## config.mk

```make
export PLATFORM = sky130hd
export DESIGN_NAME = imm_extend_pipe
export DESIGN_NICKNAME = d
export VERILOG_FILES = /design/src/rtl/imm_extend_pipe.sv
export SDC_FILE = /design/constraint.sdc
export NUM_CORES = 1
export LEC_CHECK = 0
export ABC_CLOCK_PERIOD_IN_PS = 2000
export BUFFER_PORTS_ARGS = -buffer_cell sky130_fd_sc_hd__buf_2
export CAP_MARGIN = 10
export CORE_AREA = 2 2 64 72
export DETAILED_ROUTE_END_ITERATION = 16
export DIE_AREA = 0 0 66 74
export HOLD_SLACK_MARGIN = 0.15
export PLACE_DENSITY = 0.76
export SYNTH_ARGS = -nofsm -noshare
export SYNTH_HDL_FRONTEND = slang
export SYNTH_SLANG_ARGS = --single-unit
```

## constraint.sdc

```tcl
create_clock -name clk -period 2 [get_ports clk]
set_clock_uncertainty 0.2 [all_clocks]
set_input_delay 0.2 -clock clk [delete_from_list [all_inputs] [get_ports clk]]
set_output_delay 0.2 -clock clk [all_outputs]
set_load 0.02 [all_outputs]
```

## src/rtl/imm_extend_pipe.sv

```systemverilog
// rtl/imm_extend_pipe.sv - pipelined IN_W->OUT_W immediate extender with 2-entry skid buffer
// Optional upper-placement mode (in_mode 2'b10) enabled by defining EXTEND_UPPER_EN.
module imm_extend_pipe #(
  parameter int IN_W  = 20,
  parameter int OUT_W = 32
) (
  input  logic             clk,
  input  logic             rst_n,
  input  logic             in_valid,
  output logic             in_ready,
  input  logic [IN_W-1:0]  in_data,
  input  logic [1:0]       in_mode,
  output logic             out_valid,
  input  logic             out_ready,
  output logic [OUT_W-1:0] out_data,
  output logic             out_illegal
);

  typedef enum logic [1:0] {ST_EMPTY, ST_ONE, ST_TWO} state_t;

  state_t           r_state;
  state_t           w_next;
  logic             r_in_ready;
  logic [OUT_W-1:0] r_head_data;
  logic             r_head_ill;
  logic [OUT_W-1:0] r_tail_data;
  logic             r_tail_ill;

  logic [OUT_W-1:0] w_sign;
  logic [OUT_W-1:0] w_zero;
`ifdef EXTEND_UPPER_EN
  logic [OUT_W-1:0] w_upper;
`endif
  logic [OUT_W-1:0] w_ext_data;
  logic             w_ext_ill;
  logic             w_accept;
  logic             w_drain;
  logic             w_load_head;
  logic             w_load_tail;
  logic             w_shift;

  // Equal widths bypass the replicate so no zero-width concatenation is built.
  generate
    if (OUT_W < IN_W) begin : g_bad_width
      $error("imm_extend_pipe: OUT_W must be >= IN_W");
    end else if (OUT_W == IN_W) begin : g_same_width
      assign w_sign  = in_data;
      assign w_zero  = in_data;
`ifdef EXTEND_UPPER_EN
      assign w_upper = in_data;
`endif
    end else begin : g_wide
      assign w_sign  = {{(OUT_W-IN_W){in_data[IN_W-1]}}, in_data};
      assign w_zero  = {{(OUT_W-IN_W){1'b0}}, in_data};
`ifdef EXTEND_UPPER_EN
      assign w_upper = {in_data, {(OUT_W-IN_W){1'b0}}};
`endif
    end
  endgenerate

  // Reserved modes still carry the sign-extended value, flagged illegal.
  always_comb begin
    w_ext_data = w_sign;
    w_ext_ill  = 1'b0;
    case (in_mode)
      2'b00: w_ext_data = w_sign;
      2'b01: w_ext_data = w_zero;
`ifdef EXTEND_UPPER_EN
      2'b10: w_ext_data = w_upper;
`else
      2'b10: w_ext_ill  = 1'b1;
`endif
      default: w_ext_ill = 1'b1;
    endcase
  end

  assign w_accept    = in_valid & r_in_ready;
  assign out_valid   = (r_state != ST_EMPTY);
  assign w_drain     = out_valid & out_ready;
  assign in_ready    = r_in_ready;
  assign out_data    = r_head_data;
  assign out_illegal = r_head_ill;

  always_comb begin
    w_next      = r_state;
    w_load_head = 1'b0;
    w_load_tail = 1'b0;
    w_shift     = 1'b0;
    case (r_state)
      ST_EMPTY: begin
        if (w_accept) begin
          w_next      = ST_ONE;
          w_load_head = 1'b1;
        end
      end
      ST_ONE: begin
        if (w_accept && w_drain) begin
          w_load_head = 1'b1;
        end else if (w_accept) begin
          w_next      = ST_TWO;
          w_load_tail = 1'b1;
        end else if (w_drain) begin
          w_next      = ST_EMPTY;
        end
      end
      ST_TWO: begin
        if (w_drain) begin
          w_next  = ST_ONE;
          w_shift = 1'b1;
        end
      end
      default: w_next = ST_EMPTY;
    endcase
  end

  always_ff @(posedge clk) begin
    if (!rst_n) begin
      r_state     <= ST_EMPTY;
      r_in_ready  <= 1'b0;
      r_head_data <= '0;
      r_head_ill  <= 1'b0;
      r_tail_data <= '0;
      r_tail_ill  <= 1'b0;
    end else begin
      r_state    <= w_next;
      r_in_ready <= (w_next != ST_TWO);
      if (w_load_head) begin
        r_head_data <= w_ext_data;
        r_head_ill  <= w_ext_ill;
      end else if (w_shift) begin
        r_head_data <= r_tail_data;
        r_head_ill  <= r_tail_ill;
      end
      if (w_load_tail) begin
        r_tail_data <= w_ext_data;
        r_tail_ill  <= w_ext_ill;
      end
    end
  end

endmodule
```

==> results_dict.tcl, run 1 <==
set metrics [dict create \
    postCtsSetupBuffers 0 \
    yosysWarnings 0 \
    required_ps 2030 \
    gpl.final_weighted_congestion 0.7514 \
    die_height_um 74 \
    synth_nets 275 \
    hpwl_um 2931 \
    post-synth-top-area-fraction_pct 46.56 \
    critPathArrivalTime_ps 1870 \
    synth_area_leaders "dfxtp_1 (47%), nand2_1 (16%), a21boi_1 (7.4%)" \
    port_buffers 60 \
    wirelength_um 4530 \
    cts_buffers 5 \
    rsz0062_at_grt "no" \
    synthCells 249 \
    clockBufferDepth 2 \
    cp-start-kind "primary input" \
    final_hold_viol_count 0 \
    avgSynthCellArea_um2 8.115 \
    finalCritPeriodShare_pct 92.00 \
    p_leak_nw 1.076 \
    clk_pin_slew_ps 90 \
    fp.dieW_um 66 \
    maxSlewHeadroom_pct 56.07 \
    synth_cell_types 24 \
    nets 341 \
    drc 0 \
    yosysTopAreaCell "dfxtp_1" \
    ant_nets 0 \
    viasPerCell 5.049 \
    syn_to_final_growth_pct 28.98 \
    fin_tns_setup_ps 0 \
    period_minus_slack_ps 1840 \
    critPathCaptureType "flop" \
    grt_max_degree 48 \
    p_per_area_nw_per_um2 811.6 \
    clock-sinks 47 \
    max_cap_viol_count 0 \
    setup_viol 0 \
    ys_ff_latch 47 \
    dieArea_um2 4884 \
    cp_max_fo 30 \
    post_drt_wl_per_cell_um 12.24 \
    drive_gt1_share_pct 24.68 \
    finish.utilization_pct 62.18 \
    diodes 0 \
    core-area_um2 4192 \
    maxSlewViolCount 0 \
    fmax_mhz 543.5 \
    htreeDepth 2 \
    cts_root_buf "clkbuf_8" \
    synth_area_um2 2021 \
    grt_pass1_wl_um 7383 \
    grt_overflow 0 \
    path_class "primary input to flop" \
    status "finished, final reports clean" \
    vias 1868 \
    num_rows 25 \
    ir_worst_vdd_v 0.0005735 \
    hold_path.class "flop to flop" \
    worst_pin_slew_ps 658.9 \
    drt_iter0_markers 63 \
    ios 61 \
    dr.pass1.iters 4 \
    clk_latency_ps 300 \
    start_util_pct 48.21 \
    grt_usage_pct 19.59 \
    cts_tree "done" \
    antenna_found_initial 0 \
    ys_seq_area_share_pct 46.56 \
    grt_pass1_vias 1755 \
]
-- sequential cells by signal, summed over array words and instances (netlist names) --
register     flops
r_tail_ill       1
in_ready         1
out_data        21
r_state          2
r_tail_data     21
out_illegal      1
-- report_power, final --
part           switching, mW  internal, mW  total (mW)
combinational          0.169         0.129       0.298
sequential            0.0243         0.976        1.00
clock                  0.319         0.498       0.817
total                  0.512          1.60        2.12
-- critical path: stages --
cell and delay (ps):
dlygate4sd3_1 540, buf_2 160, nor2b_2 170, nand2b_2 150, buf_4 300, o21ai_1 150, a31oi_1 200
-- layout make-up --
cell class	instances	area [µm²]
clock buffer	5	68.82
clock inverter	3	67.56
fill	384	1585
inverter	1	3.754
multi-input combinational	171	869.6
sequential	47	940.9
tap	54	67.56
timing repair buffer	89	588.1
-- layer usage --
| layer | wire [µm] | up-vias | track usage (%) | part of all wire (%) |
|---|---|---|---|---|
| met5 | 0 | - | 0 | 0 |
| met4 | 119 | 0 | 9.977 | 2.6 |
| met3 | 220 | 13 | 4.841 | 4.9 |
| met2 | 2158 | 54 | 34.34 | 48 |
| met1 | 2030 | 853 | 22.18 | 45 |
| li1 | - | 948 | - | - |
-- cell families (layout without fill, tap and decap cells) --
logic type             Yosys count  after routing  synth area share (%)
flip-flops                      47             47                 46.56
buffers and inverters           31             98                 10.40
AO/OA/AOI/OAI                   68             68                 20.99
AND/OR/NAND/NOR                100            100                 20.56
multiplexers                     3              3                 1.486
-- worst paths after layout --
| check | depth (start not counted) | slack [ps] | to | start |
|---|---|---|---|---|
| hold / removal | 2 | 250 | r_tail_data[19]$_SDFFE_PN0P_ | r_tail_data[19]$_SDFFE_PN0P_ |
| setup reg to reg | 5 | 280 | r_tail_data[2]$_SDFFE_PN0P_ | r_state[1]$_SDFF_PN0_ |
| hold reg to reg | 2 | 250 | r_tail_data[19]$_SDFFE_PN0P_ | r_tail_data[19]$_SDFFE_PN0P_ |
| setup / recovery | 7 | 160 | out_illegal$_SDFFE_PN0P_ | out_ready |
-- layout by cell type (no fill, tap or decap), drive strengths merged --
| cell | netlist | layout |
|---|---|---|
| a21boi | 22 | 22 |
| and3b | 2 | 2 |
| mux2i | 3 | 3 |
| clkbuf | 7 | 5 |
| or2 | 1 | 1 |
| buf | 23 | 66 |
| nand2b | 1 | 1 |
| nor2b | 3 | 3 |
| clkinvlp | 0 | 1 |
| o22ai | 1 | 1 |
| bufinv | 0 | 2 |
| o21ai | 22 | 22 |
| nand3b | 1 | 1 |
| dfxtp | 47 | 47 |
| dlygate4sd3 | 0 | 23 |
| nand2 | 88 | 88 |
| and2 | 3 | 3 |
| a31oi | 22 | 22 |
| a21oi | 1 | 1 |
| nor2 | 1 | 1 |
| inv | 1 | 1 |
-- cell usage after synthesis (all sizes together) --
library cell and number:
inv 1, nand2b 1, nor2b 3, dfxtp 47
nor2 1, and3b 2, a31oi 22, clkbuf 7
o22ai 1, o21ai 22, and2 3, a21oi 1
buf 23, mux2i 3, a21boi 22, nand2 88
nand3b 1, or2 1
-- through the flow --
step                instances  setup slack (ps)  power [mW]  cell area [µm²]  hold slack (ps)
finish                    370             159.9       2.115             2606            254.6
global route              370             40.41       2.193             2606            284.5
CTS                       370             193.2       2.132             2606            242.8
detailed placement        339             309.1       1.285             2240            244.9
global placement          339             384.9       1.281             2240            240.1
floorplan                 249             532.6       1.213             2021            134.8
-- repair_timing --
item | in CTS | in global routing
resized for setup | 0 | 0
endpoints found under the hold margin | 46 | 0
hold buffers | 23 | 0
No activity file was read; power rests on OpenSTA's default activity.
==> inputs of run 2 (changes only) <==
==> config.mk (replaced) <==
export PLATFORM = sky130hd
export DESIGN_NAME = imm_extend_pipe
export DESIGN_NICKNAME = d
export VERILOG_FILES = /design/src/rtl/imm_extend_pipe.sv
export SDC_FILE = /design/constraint.sdc
export NUM_CORES = 1
export LEC_CHECK = 0
export ABC_AREA = 1
export ABC_CLOCK_PERIOD_IN_PS = 2000
export BUFFER_PORTS_ARGS = -buffer_cell sky130_fd_sc_hd__buf_2
export CAP_MARGIN = 10
export CORE_AREA = 2 2 66 74
export DETAILED_ROUTE_END_ITERATION = 16
export DIE_AREA = 0 0 68 76
export HOLD_SLACK_MARGIN = 0.15
export PLACE_DENSITY = 0.77
export SYNTH_ARGS = -nofsm -noshare
export SYNTH_HDL_FRONTEND = slang
export SYNTH_SLANG_ARGS = --single-unit
==> results_dict.tcl, run 2 <==
set metrics [dict create \
    cp-start-kind "flop" \
    ir_worst_vdd_v 0.0003272 \
    final_common_cell "buf_2" \
    drt_iter0_markers 118 \
    async_reset_ff_share_pct 0 \
    final_area_um2 2908 \
    htreeDepth 2 \
    period_minus_slack_ps 1897 \
    p_per_area_nw_per_um2 665.7 \
    antenna_found_initial 0 \
    synth_area_um2 2225 \
    grt_max_degree 35 \
    fmax_mhz 527.2 \
    maxSlewHeadroom_pct 48.04 \
    post_drt_wl_per_cell_um 13.04 \
    synthMostInstantiatedCell "nand2_1" \
    synthTopCellsByCount "nand2_1 (51), dfxtp_1 (47), nor2_1 (46)" \
    finalCritPeriodShare_pct 94.83 \
    cpMaxStageDelayCell "dlygate4sd3_1" \
    synth_area_leaders "dfxtp_1 (42%), nand3_1 (10%), nand2_1 (8.6%)" \
    wirelength_um 5933 \
    diodes 0 \
    ys_ff_latch 47 \
    max_cap_viol_count 0 \
    synth_cell_types 16 \
    critPathCaptureType "flop" \
    vias 2362 \
    layout_common_cells "buf_2 (60), nand2_1 (51), dfxtp_1 (47)" \
    path_class "flop to flop" \
    p_leak_nw 1.419 \
    crit_top_cell "nand2_4" \
    cts_buffers 5 \
    critPathArrivalTime_ps 1900 \
    post-synth-top-area-fraction_pct 42.29 \
    hpwl_um 3710 \
    clock-sinks 47 \
    viasPerCell 5.191 \
    slowest_delay_ps 570 \
    cts_root_buf "clkbuf_8" \
    worst_pin_slew_ps 778.6 \
    port_buffers 60 \
    grt_overflow 0 \
    hold_path.class "primary input to flop" \
    total_power_mw 1.936 \
    crit_chain "nand2_4 > inv_2 > nand2_4 > o21ai_0 > dlygate4sd3_1 > nor2_1" \
    maxSlewViolCount 0 \
    grt_pass1_vias 2147 \
    cts_tree "done" \
    yosysWarnings 0 \
    rsz0062_at_grt "no" \
    grt_usage_pct 24.31 \
    synth_nets 350 \
    dieArea_um2 5168 \
    num_rows 26 \
    drc 0 \
    clk_latency_ps 300 \
    syn_to_final_growth_pct 30.71 \
    ant_nets 0 \
    start_util_pct 49.55 \
    ios 61 \
    core-area_um2 4489 \
    fp.dieW_um 68 \
    nets 424 \
    status "finished, final reports clean" \
    yosysTopAreaCell "dfxtp_1" \
    die_height_um 76 \
    clockBufferDepth 2 \
    ys_seq_area_share_pct 42.29 \
    ys.flop_type "dfxtp_1" \
    synth_edf_count 0 \
    placed_area_um2 2477 \
    final_hold_viol_count 0 \
    drive_gt1_share_pct 21.30 \
    fin_tns_setup_ps 0 \
    synthCells 324 \
    fill_cells 408 \
    required_ps 2000 \
    setup_viol 0 \
    reg2regPathDepth 6 \
    dr.pass1.iters 4 \
    avgSynthCellArea_um2 6.866 \
    cp_max_fo 14 \
    grt_pass1_wl_um 9839 \
    whs_path_depth 5 \
    clk_pin_slew_ps 90 \
    gpl.final_weighted_congestion 0.8225 \
]
[run 2: per-layer routing]
| layer | part of all wire (%) | track usage (%) | routed length (µm) |
|---|---|---|---|
| met1 | 42 | 31.88 | 2492 |
| met4 | 2.4 | 8.800 | 141 |
| met2 | 49 | 38.74 | 2891 |
| met3 | 6.9 | 5.170 | 408 |
| met5 | 0 | 0 | 0 |
[run 2: area by class of cell]
class	count	area [µm²]	area share (%)
timing repair buffer	102	708.2	24.35
clock inverter	2	12.51	0.4303
clock buffer	6	72.57	2.496
multi-input combinational	214	998.5	34.34
tap	56	70.07	2.410
inverter	28	105.1	3.614
sequential	47	940.9	32.36
[run 2: kinds of logic after synthesis]
family / share of synthesized area, %
and+or+nand+nor: 34.03
buffers and inverters: 13.27
DFF: 42.29
AOI/OAI and AO/OA: 10.41
[run 2: path summary, 6_finish.rpt]
check	from	endpoint	slack, ps
worst max register to register	r_state[0]$_SDFF_PN0_	r_tail_data[14]$_SDFFE_PN0P_	100
worst max-delay path	r_state[0]$_SDFF_PN0_	r_tail_data[14]$_SDFFE_PN0P_	100
worst min register to register	out_data[2]$_SDFFE_PN0P_	out_data[2]$_SDFFE_PN0P_	280
worst min-delay path	in_valid	r_state[1]$_SDFF_PN0_	250
[run 2: power by group]
group	switching, mW	total, mW	internal (mW)
Sequential	0.0224	0.998	0.975
Clock	0.321	0.566	0.245
Combinational	0.221	0.373	0.152
Total	0.564	1.94	1.37
[run 2: worst max-delay path: cells and delay by family (launching register included)]
kind                   cells  cell delay [ps]
buffers and inverters      2              680
DFF                        1              450
and+or+nand+nor            3              300
AOI/OAI and AO/OA          1              160
[run 2: repair_timing]
item,CTS,global route
gates resized for setup,0,2
endpoints found under the setup margin,0,7
hold buffers,32,0
endpoints found under the hold margin,47,0
setup buffers,0,2
[run 2: metrics by stage]
step                      utilization, %  std cells  worst slack (ps)  hold WS (ps)
after global routing               64.77        455             6.496         260.4
after CTS                          64.21        453             46.54         263.2
after floorplan                        -        324             472.2         135.7
final                              64.77        455             103.3         252.9
after detailed placement           55.18        413             331.4         266.1
after global placement             55.18        413             366.5         262.5
